<file path="src/rtl/position_delta_serial.sv">
// Bit-serial signed displacement: delta = target - current, LSB first through one full-adder cell.
// Produces |delta| as magnitude plus a direction bit; a borrowed result is negated serially.
module position_delta_serial #(
  parameter int WIDTH = 3
) (
  input  logic             clk,
  input  logic             rst,
  input  logic             start,
  input  logic [WIDTH-1:0] target,
  input  logic [WIDTH-1:0] current,
  output logic             busy,
  output logic             done,
  output logic [WIDTH-1:0] magnitude,
  output logic             dir,
  output logic             zero
);

  localparam int CW = $clog2(WIDTH + 1);

  typedef enum logic [1:0] {IDLE, SUB, NEG, DONE} state_t;

  state_t           state;
  logic [WIDTH-1:0] a_q;
  logic [WIDTH-1:0] b_q;
  logic [WIDTH-1:0] res_q;
  logic [CW-1:0]    count;
  logic             carry;
  logic             borrow;

  logic fa_a;
  logic fa_b;
  logic fa_sum;
  logic fa_cout;

  // The single adder cell: A + ~B + c while subtracting, ~R + 0 + c while negating.
  always_comb begin
    fa_a = a_q[0];
    fa_b = ~b_q[0];
    if (state == NEG) begin
      fa_a = ~res_q[0];
      fa_b = 1'b0;
    end
  end

  assign fa_sum  = fa_a ^ fa_b ^ carry;
  assign fa_cout = (fa_a & fa_b) | (carry & (fa_a ^ fa_b));

  always_ff @(posedge clk) begin
    if (rst) begin
      state     <= IDLE;
      a_q       <= '0;
      b_q       <= '0;
      res_q     <= '0;
      count     <= '0;
      carry     <= 1'b0;
      borrow    <= 1'b0;
      busy      <= 1'b0;
      done      <= 1'b0;
      magnitude <= '0;
      dir       <= 1'b0;
      zero      <= 1'b1;
    end else begin
      done <= 1'b0;
      case (state)
        IDLE: begin
          if (start) begin
            a_q   <= target;
            b_q   <= current;
            carry <= 1'b1;
            count <= '0;
            busy  <= 1'b1;
            state <= SUB;
          end
        end
        SUB: begin
          res_q <= {fa_sum, res_q[WIDTH-1:1]};
          a_q   <= a_q >> 1;
          b_q   <= b_q >> 1;
          count <= count + CW'(1);
          carry <= fa_cout;
          // A final carry of 0 is a borrow: the result is negative and needs negating.
          if (count == CW'(WIDTH - 1)) begin
            count  <= '0;
            borrow <= ~fa_cout;
            if (fa_cout) begin
              state <= DONE;
            end else begin
              carry <= 1'b1;
              state <= NEG;
            end
          end
        end
        NEG: begin
          res_q <= {fa_sum, res_q[WIDTH-1:1]};
          carry <= fa_cout;
          count <= count + CW'(1);
          if (count == CW'(WIDTH - 1)) begin
            count <= '0;
            state <= DONE;
          end
        end
        DONE: begin
          magnitude <= res_q;
          dir       <= borrow;
          zero      <= (res_q == '0);
          done      <= 1'b1;
          busy      <= 1'b0;
          state     <= IDLE;
        end
        default: state <= IDLE;
      endcase
    end
  end

endmodule

</file>
<file path="config.mk">
export PLATFORM = sky130hd
export DESIGN_NAME = position_delta_serial
export DESIGN_NICKNAME = d
export VERILOG_FILES = /design/src/rtl/position_delta_serial.sv
export SDC_FILE = /design/constraint.sdc
export NUM_CORES = 1
export LEC_CHECK = 0
export ABC_AREA = 1
export ABC_CLOCK_PERIOD_IN_PS = 2100
export BUFFER_PORTS_ARGS = -buffer_cell sky130_fd_sc_hd__buf_4
export CORE_UTILIZATION = 50
export CTS_BUF_LIST = sky130_fd_sc_hd__clkbuf_8 sky130_fd_sc_hd__clkbuf_16
export DETAILED_ROUTE_END_ITERATION = 8
export MAX_ROUTING_LAYER = met4
export PLACE_DENSITY = 0.73
export SYNTH_ARGS = -nofsm -noshare
export SYNTH_HDL_FRONTEND = slang
export SYNTH_SLANG_ARGS = --single-unit
</file>
<file path="constraint.sdc">
create_clock -name clk -period 2.1 [get_ports clk]
set_input_delay 0.42 -clock clk [delete_from_list [all_inputs] [get_ports clk]]
set_output_delay 0.42 -clock clk [all_outputs]
set_load 0.02 [all_outputs]
</file>
# After elaboration in Yosys (flattened, before gate mapping)
# Cells that the tools add are included.
# totals
input_bits	9
wordCells	60
output_inout_bits	7
register_bits	22
# op_classes
n_addsub	1
n_eq_ne	7
n_reduce_logical	13
mux	19
bitwise	8
# ops
operator	count
$pmux 3 s2	2
$mux 2	5
$reduce_and 2->1	5
$pmux 2 s4	1
$eq 2x2->1 const B	3
$mux 1	6
$mux 3	2
$reduce_bool 2->1	3
$ne 2x2->1 const B	2
$pmux 2 s2	1
$logic_not 3->1	1
$not 1->1	3
$pmux 1 s3	1
$reduce_and 3->1	1
$reduce_bool 3->1	1
$add 2x1->2 const B	1
$and 1x1->1	2
$eq 2x1->1 const B	1
$logic_not 2->1	1
$ne 2x1->1 const B	1
$pmux 1 s2	1
$reduce_or 2->1	1
$xor 1x1->1	2
$or 1x1->1	1

# Depth between registers and ports, before layout
# depth
word_depth	8
ltp_mapped	10
depth_no_buf	10

# Worst setup path before layout
# OpenSTA, ideal clock, no wires.
# synth_timing
kind	register to register
from	reg state[0]
to	reg state[0]
setup_ns	0.117
arrival_ns	1.527
setup_slack_ns	0.457
period_less_slack_ns	1.643
path_stages_with_launch	10
required_time_ns	1.983
cell_sequence	dfxtp_1 inv_1 ha_1 inv_1 o21ai_0 fa_1 nand3_1 nand3_1 nand3_1 a21oi_1
# synth_between
elab_chain_len	8
elab_cells_between_ends	17
cone_classes	eq/ne: 6; mux: 5; bitwise: 4; reduce/logical: 2
# synth_lines
element	line	source
start: declaration	22	state_t state;
start signal: assignment	50	state <= IDLE;
start signal: assignment	72	state <= SUB;
start signal: assignment	86	state <= DONE;
$eq 2x2->1	39, 64	
$mux 1	39	if (state == NEG) begin
$xor 1x1->1	46	assign fa_cout = (fa_a & fa_b) | (carry & (fa_a ^ fa_b));
$and 1x1->1	46	
$or 1x1->1	46	
$mux 1	85	if (fa_cout) begin
$mux 2	82	if (count == CW'(WIDTH - 1)) begin
$pmux 2 s4	64	case (state)
# Several ways; a longest one is shown, not always the timed one. The select of a mux whose other input is x is not followed.
# A chain may end at the register's enable or synchronous reset.

# Worst setup path in the final report
# Same ends and word-level chain as after synthesis.

==> metrics.cfg <==
[cts]
worstSkewPairLatency_ns=0.26
clk_pin_slew_ns=0.08
clock_sinks=22
cts_buffers=3
cts-root-buf=clkbuf_8
cts_max_path_buffers=2
post_cts_buffers=0
htreeDepth=1
ctsHoldBuffers=0
ctsResizeCount=0
cts_tree=yes

[route]
viasPerCell=5.00
wl_per_cell_um=11.2
wl_um=1940
drt_iter0_drc=21
ant_nets=0
dr.pass1.iters=4
route.detailed.drc=0
route.vias.total=870

[outcome]
status=finished, final reports clean

[synthesis]
synth_cells=133
syn-num-nets=147
ys_seq_elements=22
syn_avg_cell_area_um2=7.40
yosysWarningCount=0
ys_seq_area_share_pct=44.7
synth.distinct_cells=15
netlist_area_um2=985

[final_layout]
area_growth_pct=20.2
drive_above_1_share_pct=16.8
nNetsFinal=164
finish.utilization_pct=66.4
fin_cells=174
diodes=0

[placement]
port_buffers=15
dp.cells=170
place.gp.congestion=0.882
dp_hpwl_um=1460
place_ws_ns=0.309

[setup_path]
start_kind=flip-flop
slowest_delay_ns=0.45
arrival_ns=1.96
end_kind=flip-flop
worstPathMaxFanout=5
critical-path-top-delay-family=adder cells
slowest_stage=fa_1
cp.required_ns=2.26
path_common_cell=nand3_1
crit_path_cell_trace=inv_1 -> ha_1 -> inv_1 -> o21ai_0 -> fa_1 -> nand3_1 -> nand3_1 -> nand3_1 -> a21oi_1
crit_buf_inv=2
crit_type=flip-flop to flip-flop

[sta]
max_freq_mhz=556
finalSetupTns_ns=0
timing.final.crit_share_pct=85.6
min_period_ns=1.80
skew_ns=0.00348
fin_ws_ns=0.302
maxSlewViolCount=0
final-setup-viol-count=0
slew-limit-headroom_pct=74.9
holdWs_ns=0.367
tightest_slew_ns=0.377
hold_viol_final=0
rsz0062_at_grt=false

[floorplanning]
start_util_pct=55.2
die_x_um=46.4
design.core.area_um2=1780
die_area_um2=2150
design.portCount=16
fp-row-count=15
die_y_um=46.4

[power]
peakVddDrop_mv=0.910
power_density_nw_per_um2=1440
cellLeakagePower_nw=0.545

[global_route]
grt_pass1_wl_um=3170
antenna_found_initial=0
grt_pass1_vias=756
grt_usage_pct=22.1
grt_max_degree=17
grt_overflow_total=0

[flow_run]
cap_violations=0

[worst_hold_path]
min-delay-path-class=input port to flip-flop

==> power breakdown <==
group	leakage, nW	switching (W)	internal (W)
sequential	0.180	0.0000770	0.000545
clock	0.0357	0.000137	0.000255
combinational	0.328	0.000450	0.000244
total	0.545	0.000664	0.00104
==> worst paths after layout <==
| check | start | endpoint | slack (ns) | depth (start not counted) |
|---|---|---|---|---|
| setup / recovery | state[0] | state[0] | 0.30 | 9 |
| hold / removal | rst | a_q[2] | 0.37 | 2 |
| setup reg to reg | state[0] | state[0] | 0.30 | 9 |
| hold reg to reg | a_q[2] | a_q[2] | 0.47 | 2 |
==> stage by stage <==
stage          instance area [µm²]  total power, W
6_report                      1180         0.00171
5_1_grt                       1180         0.00186
4_1_cts                       1180         0.00172
3_5_place_dp                  1110         0.00133
3_3_place_gp                  1110         0.00131
2_1_floorplan                  985         0.00116
==> cell type report <==
type	count	area, µm²
inverters	17	63.8
clock buffers	3	41.3
flip-flops and latches	22	440
multi-input cells	91	464
clock inverters	1	30.0
repair buffers	15	113
fillers	167	599
well taps	25	31.3
==> metal layers <==
layer	share of wire, %	vias up	track usage [%]
li1	-	461	-
met1	50	384	28.2
met2	45	20	34.4
met3	4.0	5	4.71
met4	1.2	0	7.06
met5	0	-	-
==> state kept, by name (all words and copies together) (netlist names), 2 cells and up <==
signal and count:
count 2, magnitude 3, res_q 3, a_q 3, state 2, b_q 3
==> cells in the mapped netlist <==
| library cell | n | area share (%) |
|---|---|---|
| o21ai_0 | 20 | 10 |
| inv_1 | 15 | 5.7 |
| dfxtp_1 | 22 | 45 |
| nand2_1 | 22 | 8.4 |
| nor2_1 | 13 | 5.0 |
| fa_1 | 1 | 2.0 |
| inv_2 | 2 | 0.76 |
| nand2_2 | 3 | 1.9 |
| nand3_1 | 10 | 5.1 |
| clkbuf_1 | 1 | 0.38 |
| a21oi_1 | 17 | 8.6 |
| buf_4 | 1 | 0.76 |
| ha_1 | 4 | 5.1 |
| clkbuf_2 | 1 | 0.51 |
| o21ai_2 | 1 | 0.89 |
==> cells in the final DEF, fill, tap and decap left out <==
cell type,instances
nand2_1,22
dfxtp_1,22
o21ai_0,20
a21oi_1,17
inv_1,15
buf_4,15
nor2_1,13
nand3_1,10
ha_1,4
nand2_2,3
clkbuf_8,3
inv_2,2
o21ai_2,1
fa_1,1
bufinv_16,1
==> cells by family after synthesis <==
logic type      after synthesis  share of synthesized area (%)
simple gates                 48                           20.3
compound gates               38                           19.7
flops                        22                           44.7
buf+inv                      20                           8.13
fa+ha+maj                     5                           7.12
No activity file was read; power rests on OpenSTA's default activity.
